## src/rtl/register_bank_mp.sv

```systemverilog
// rtl/register_bank_mp.sv - multi-port register bank with busy tracking, dual write and bypass
module register_bank_mp #(
  parameter int INDEX_SIZE = 4,
  parameter int WIDTH      = 32,
  parameter int NUM_READ   = 3,
  parameter bit BYPASS     = 1'b1
) (
  input  logic                         clk,
  input  logic                         rst,
  input  logic [NUM_READ*INDEX_SIZE-1:0] ra,
  output logic [NUM_READ*WIDTH-1:0]    rd_data,
  output logic [NUM_READ-1:0]          rd_busy,
  input  logic                         we0,
  input  logic [INDEX_SIZE-1:0]        wa0,
  input  logic [WIDTH-1:0]             wd0,
  input  logic                         we1,
  input  logic [INDEX_SIZE-1:0]        wa1,
  input  logic [WIDTH-1:0]             wd1,
  input  logic                         alloc_en,
  input  logic [INDEX_SIZE-1:0]        alloc_idx,
  output logic                         alloc_ok,
  output logic [7:0]                   conflict_cnt
);

  localparam int DEPTH = 1 << INDEX_SIZE;

  logic [WIDTH-1:0] regs [DEPTH];
  logic [DEPTH-1:0] busy;

  logic w0_hit, w1_hit, same_addr, alloc_set;

  assign w0_hit    = we0 && (wa0 != '0);
  assign w1_hit    = we1 && (wa1 != '0);
  assign same_addr = w0_hit && w1_hit && (wa0 == wa1);

  // A register being written this cycle frees up, so it may be re-allocated at once.
  assign alloc_ok  = (alloc_idx == '0) || !busy[alloc_idx] ||
                     (w0_hit && wa0 == alloc_idx) || (w1_hit && wa1 == alloc_idx);
  assign alloc_set = alloc_en && alloc_ok && (alloc_idx != '0);

  always_ff @(posedge clk or negedge rst) begin
    if (!rst) begin
      for (int i = 0; i < DEPTH; i++) regs[i] <= '0;
      busy         <= '0;
      conflict_cnt <= '0;
    end else begin
      if (w0_hit && !same_addr) regs[wa0] <= wd0;
      if (w1_hit)               regs[wa1] <= wd1;
      if (w0_hit)               busy[wa0] <= 1'b0;
      if (w1_hit)               busy[wa1] <= 1'b0;
      // Alloc is applied last so it wins over a same-cycle write clear.
      if (alloc_set)            busy[alloc_idx] <= 1'b1;
      if (same_addr && conflict_cnt != 8'hFF) conflict_cnt <= conflict_cnt + 8'd1;
    end
  end

  always_comb begin
    rd_data = '0;
    rd_busy = '0;
    for (int k = 0; k < NUM_READ; k++) begin : read_port
      logic [INDEX_SIZE-1:0] a;
      logic                  fwd0, fwd1;
      a    = ra[k*INDEX_SIZE +: INDEX_SIZE];
      fwd1 = BYPASS && w1_hit && (wa1 == a);
      fwd0 = BYPASS && w0_hit && (wa0 == a);
      if (a == '0) begin
        rd_data[k*WIDTH +: WIDTH] = '0;
        rd_busy[k]                = 1'b0;
      end else begin
        if (fwd1)      rd_data[k*WIDTH +: WIDTH] = wd1;
        else if (fwd0) rd_data[k*WIDTH +: WIDTH] = wd0;
        else           rd_data[k*WIDTH +: WIDTH] = regs[a];
        if ((fwd0 || fwd1) && !(alloc_set && alloc_idx == a)) rd_busy[k] = 1'b0;
        else                                                   rd_busy[k] = busy[a];
      end
    end
  end

endmodule

```

## config.mk

```make
export PLATFORM = sky130hd
export DESIGN_NAME = register_bank_mp
export DESIGN_NICKNAME = d
export VERILOG_FILES = /design/src/rtl/register_bank_mp.sv
export SDC_FILE = /design/constraint.sdc
export NUM_CORES = 2
export LEC_CHECK = 0
export CAP_MARGIN = 20
export CORE_MARGIN = 3
export CORE_UTILIZATION = 56
export DETAILED_ROUTE_END_ITERATION = 7
export PLACE_DENSITY = 0.79
export SYNTH_ARGS = -nofsm -noshare
export SYNTH_HDL_FRONTEND = slang
export SYNTH_SLANG_ARGS = --single-unit
export TNS_END_PERCENT = 1
```

## constraint.sdc

```tcl
create_clock -name clk -period 2.9 [get_ports clk]
set_clock_uncertainty 0.2 [all_clocks]
set_input_delay 0.58 -clock clk [delete_from_list [all_inputs] [get_ports clk]]
set_output_delay 0.58 -clock clk [all_outputs]
set_load 0.01 [all_outputs]
```

Yosys cells after proc, flatten, opt, wreduce, memory -nomap -nowiden
Index checks and enable logic that the tools add are counted.
- input bits: 93
- word-level logic and storage cells: 152
- bits in registers: 536
- output and inout port bits: 108
- $add $sub $neg: 1
- mux-type cells: 49
- $lt $le $gt $ge: 16
- equality and inequality tests: 13
- bitwise logic cells: 10
- reduce and logical (&&, ||, !) cells: 45
- operator list (kind ; count):
    $bwmux 512 ; 2
    $mux 512 ; 2
    $mux 32 ; 17
    $bmux 32 s4 ; 3
    $demux 32 s4 ; 2
    $eq 4x4->1 ; 12
    $mux 16 ; 3
    $and 16x16->16 ; 2
    $not 16->16 ; 2
    $lt 4x5->1 const B ; 6
    $logic_and 1x1->1 ; 27
    $ge 5x5->1 const B ; 5
    $not 4->5 ; 5
    $bmux 1 s4 ; 4
    $logic_not 4->1 ; 4
    $or 16x16->16 ; 1
    $mux 1 ; 13
    $demux 1 s4 ; 3
    $ge 4x1->1 const B ; 3
    $reduce_bool 4->1 ; 3
    $lt 5x1->1 const B ; 2
    $add 8x1->8 const B ; 1
    $ne 8x8->1 const B ; 1
    $logic_or 1x1->1 ; 6
    $logic_not 1->1 ; 5

Longest topological paths before layout
- depth in word-level cells: 13
- gate-level depth with buffers: 10
- depth with buffers taken out: 6

Worst setup path before layout
No wires, ideal clock.
- path type: in2out
- from: input ra[0]
- to: output rd_data[0]
- path slack: -0.268 ns
- path buffers: 3
- data required time: 2.120 ns
- cell stages on the path: 7
- arrival: 2.388 ns
- path through: buf_2 -> buf_6 -> buf_2 -> mux4_2 -> mux4_2 -> mux2i_1 -> a211oi_1
- cells in the longest elaborated chain, start to end: 7
- elaborated cells on any way between the ends: 12
- those cells by class: 2 x eq/ne; 6 x mux; 1 x bitwise; 3 x reduce/logical
- ends and longest elaborated chain (what ; line ; text):
    start, declared ; 10 ; input logic [NUM_READ*INDEX_SIZE-1:0] ra,
    $not 4->5 (not written as such) ; 72 ; else rd_data[k*WIDTH +: WIDTH] = regs[a];
    $bmux 32 s4 ; 72 ;
    $mux 32 (not written as such) (2 in series) ; 72 ;
    $mux 32 ; 71 ; else if (fwd0) rd_data[k*WIDTH +: WIDTH] = wd0;
    $mux 32 ; 70 ; if (fwd1) rd_data[k*WIDTH +: WIDTH] = wd1;
    $mux 32 (*) ; 66 ; if (a == '0) begin
    end, declared ; 11 ; output logic [NUM_READ*WIDTH-1:0] rd_data,
Every way passes the cells marked *; elsewhere a longest branch is shown, timed or not. The select of a mux whose other input is x is not followed.

Worst setup path after layout
- from: register regs[149] (netlist bit)
- to: output rd_data[53]
- cells in the longest elaborated chain, start to end: 6
- ends and longest elaborated chain (what ; line ; text):
    start, declared ; 27 ; logic [WIDTH-1:0] regs [DEPTH];
    start signal, assigned by index ; 47 ; if (w0_hit && !same_addr) regs[wa0] <= wd0;
    start signal, assigned by index ; 48 ; if (w1_hit) regs[wa1] <= wd1;
    $bmux 32 s4 ; 72 ;
    $mux 32 (not written as such) (2 in series) ; 72 ;
    $mux 32 ; 71 ;
    $mux 32 ; 70 ;
    $mux 32 ; 66 ;
Every way passes these cells. The select of a mux whose other input is x is not followed.

==> impl_metrics.toml <==
[die]
dieArea_mm2 = 0.07323
core-area_mm2 = 0.06895
io_pins = 201
rows = 96
fp.dieW_um = 270.6
initial_utilization_pct = 56.87
die_h_um = 270.6

[logic_synthesis]
avgSynthCellArea_um2 = 10.04
ys_top_cells_by_count = "nand2_1, dfrtp_1, mux4_2, nor2_1, clkbuf_1"
ys_types = 49
ys_warn_count = 0
synth_nets = 3998
synth_seq_cells = 536
seq_area_frac_synth_pct = 34.21
yosys.area.top_type = "dfrtp_1"
netlist_area_mm2 = 0.03921
netlist_top_cells_area = "dfrtp_1, mux4_2, nand2_1, mux2i_1, a31oi_1"
async_flop_share_pct = 100.0
synth_edf_count = 0
yosys_most_used_dff = "dfrtp_1"
synth_cells = 3904
synth.top_cell.area_share_pct = 34.21
post-synth-top-count-cell = "nand2_1"

[timing]
final_hold_viol_count = 0
slew_viol_final = 0
whs_ps = 197.5
fin_ws_ps = -545.0
worst_pin_slew_ps = 665.5
relSlewSlack_pct = 55.26
period_needed_ps = 3445
rsz0062_at_grt = "yes"
period_share_pct = 118.8
fmax_mhz = 290.3
setup_viol = 100

[worst_setup_path]
cp-end-kind = "primary output"
crit_top_cell = "mux4_2"
cp_max_fo = 3
crit_type = "register to primary output"
worstPathRequired_ps = 2120
worstSetupStartpointType = "register"
worst-path-buf-inv = 2
crit_family = "multiplexers"
slowest_delay_ps = 590
cp_slowest_cell = "mux4_2"
crit_chain = "buf_4 -> mux4_2 -> mux4_2 -> nand2_2 -> a311oi_2 -> buf_2"
critPathArrivalTime_ps = 2670

[clock_tree]
clockBufferDepth = 3
clk_latency_ps = 650
cts_max_level = 2
cts_tree = "yes"
cts-root-buf = "clkbuf_16"
cts.sinks = 536
clk_pin_slew_ps = 60
numCtsBuffers = 58

[pwr]
p_comb_share_pct = 36.4
switchingPower_w = 0.01077
peakVddDrop_uv = 567.2
power_w = 0.03102
p_per_area_mw_per_mm2 = 620.0
swShare_pct = 34.71
seqPwrFrac_pct = 36.7
power_frac_clock_pct = 27.0
p_int_w = 0.02025
p_leak_nw = 20.68

[global_route]
gr-total-overflow = 0
grtUsageTotal_pct = 46.12
grt_pass1_wl_um = 253200
antenna_found_initial = 3
grt_pass1_vias = 40490
grt_max_degree = 66

[drt]
drt_iter0_markers = 7741
wl_per_cell_um = 32.92
vias = 39940
routed_wl_um = 171500
detail_route.drc_violations = 65
antenna_left = 0
routed_via_density = 7.668
drtPass1Iterations = 8

[flow_run]
cap_violations = 0

[run_status]
status = "finished, violations left"
violations = "design-rule violations, negative setup slack"

[place]
portBuffers = 200
gp_congestion = 0.9656
hpwl_um = 102500
pre_cts_slack_ps = -1243

[cells_and_area]
final_util_pct = 72.57
drive_gt1_share_pct = 35.65
multi_input_area_mm2 = 0.02469
finish.net_count = 4321
seqCellArea_mm2 = 0.01342
fill_cells = 4179
area_growth_syn_to_layout_pct = 27.62

[worst_hold_path]
hold_class = "register to register"
## per-stage QoR
step	instances	TNS (ps)	cell area, µm²
6_report	5208	-40440	50040
3_3_place_gp	4993	-285490	46680
4_1_cts	5196	-36460	49830
3_5_place_dp	4993	-314840	46680
5_1_grt	5206	-43100	50030
2_1_floorplan	3904	-5106	40130
## cell type report
class | count | share of cell area, %
antenna | 2 | 0.01000
clock buffer | 75 | 3.353
clock inverter | 33 | 0.8427
inverter | 3 | 0.02251
multi-input combinational | 2835 | 49.34
sequential | 536 | 26.81
tap | 931 | 2.328
timing repair buffer | 793 | 17.29
## logic make-up (layout without fill, tap and decap cells)
logic type,Yosys count,in the layout,share of synthesized area (%)
AO/OA/AOI/OAI,630,630,10.13
XOR/XNOR,55,55,1.229
other,0,2,0
adder cells (fa/ha/maj),1,1,0.03191
buffers and inverters,533,904,5.920
AND/OR/NAND/NOR,1414,1414,14.03
multiplexers,735,735,34.44
flip-flops,536,536,34.21
## placed cells by master, fill, tap and decap left out, drive strengths merged, types with 3 or more instances in the layout
cell type / netlist / layout
nand2: 833 / 833
buf: 180 / 699
dfrtp: 536 / 536
mux4: 491 / 491
nor2: 489 / 489
a31oi: 297 / 297
mux2i: 241 / 241
o21ai: 111 / 111
a21oi: 97 / 97
clkbuf: 350 / 77
clkdlybuf4s50: 0 / 75
a311oi: 64 / 64
nand3: 41 / 41
xnor2: 37 / 37
a211oi: 34 / 34
xor2: 18 / 18
clkinv: 0 / 16
nand4: 13 / 13
a31o: 9 / 9
clkinvlp: 0 / 8
bufinv: 0 / 8
dlygate4sd2: 0 / 8
nor4: 8 / 8
nor2b: 7 / 7
clkdlybuf4s15: 0 / 6
nor3: 6 / 6
o31ai: 4 / 4
and3: 4 / 4
inv: 3 / 4
and2: 4 / 4
and3b: 3 / 3
nand3b: 3 / 3
mux2: 3 / 3
## power by group through the flow
| stage | registers (W) | logic (W) | clock network (W) |
|---|---|---|---|
| 2_1_floorplan | 0.0105 | 0.00700 | 0 |
| 6_report | 0.0114 | 0.0113 | 0.00837 |
| 3_3_place_gp | 0.0110 | 0.0102 | 0 |
| 4_1_cts | 0.0111 | 0.0108 | 0.00825 |
| 3_5_place_dp | 0.0112 | 0.0106 | 0 |
| 5_1_grt | 0.0114 | 0.0118 | 0.00855 |
## metal layers
layer / track usage [%] / part of all wire, % / up-vias
met5: 0 / 0.036 / -
met4: 37.98 / 11 / 6
met3: 21.91 / 18 / 1594
met2: 65.26 / 42 / 4510
met1: 53.20 / 30 / 18850
li1: - / - / 14970
## timing repair
item	CTS	global route
endpoints found under the setup margin	111	100
hold buffers	1	0
pin swaps	106	7
endpoints found under the hold margin	42	0
gates cloned	14	0
gates resized for setup	531	33
buffers inserted	80	10
## state kept, by name, summed over array words and instances (netlist names)
signal and count:
conflict_cnt 8, busy 16, regs 512
## path summary, 6_finish.rpt
check                           from              end  slack, ps  depth (start not counted)
max                        regs[149]      rd_data[53]       -550                          6
min                          busy[0]          busy[0]        200                          0
min in group asynchronous        rst  conflict_cnt[5]        270                          2
max reg2reg                  busy[7]          busy[6]        740                          6
min reg2reg                  busy[0]          busy[0]        200                          0
max in group asynchronous        rst        regs[508]       1260                          3
Power figures use the tool's default switching activity.
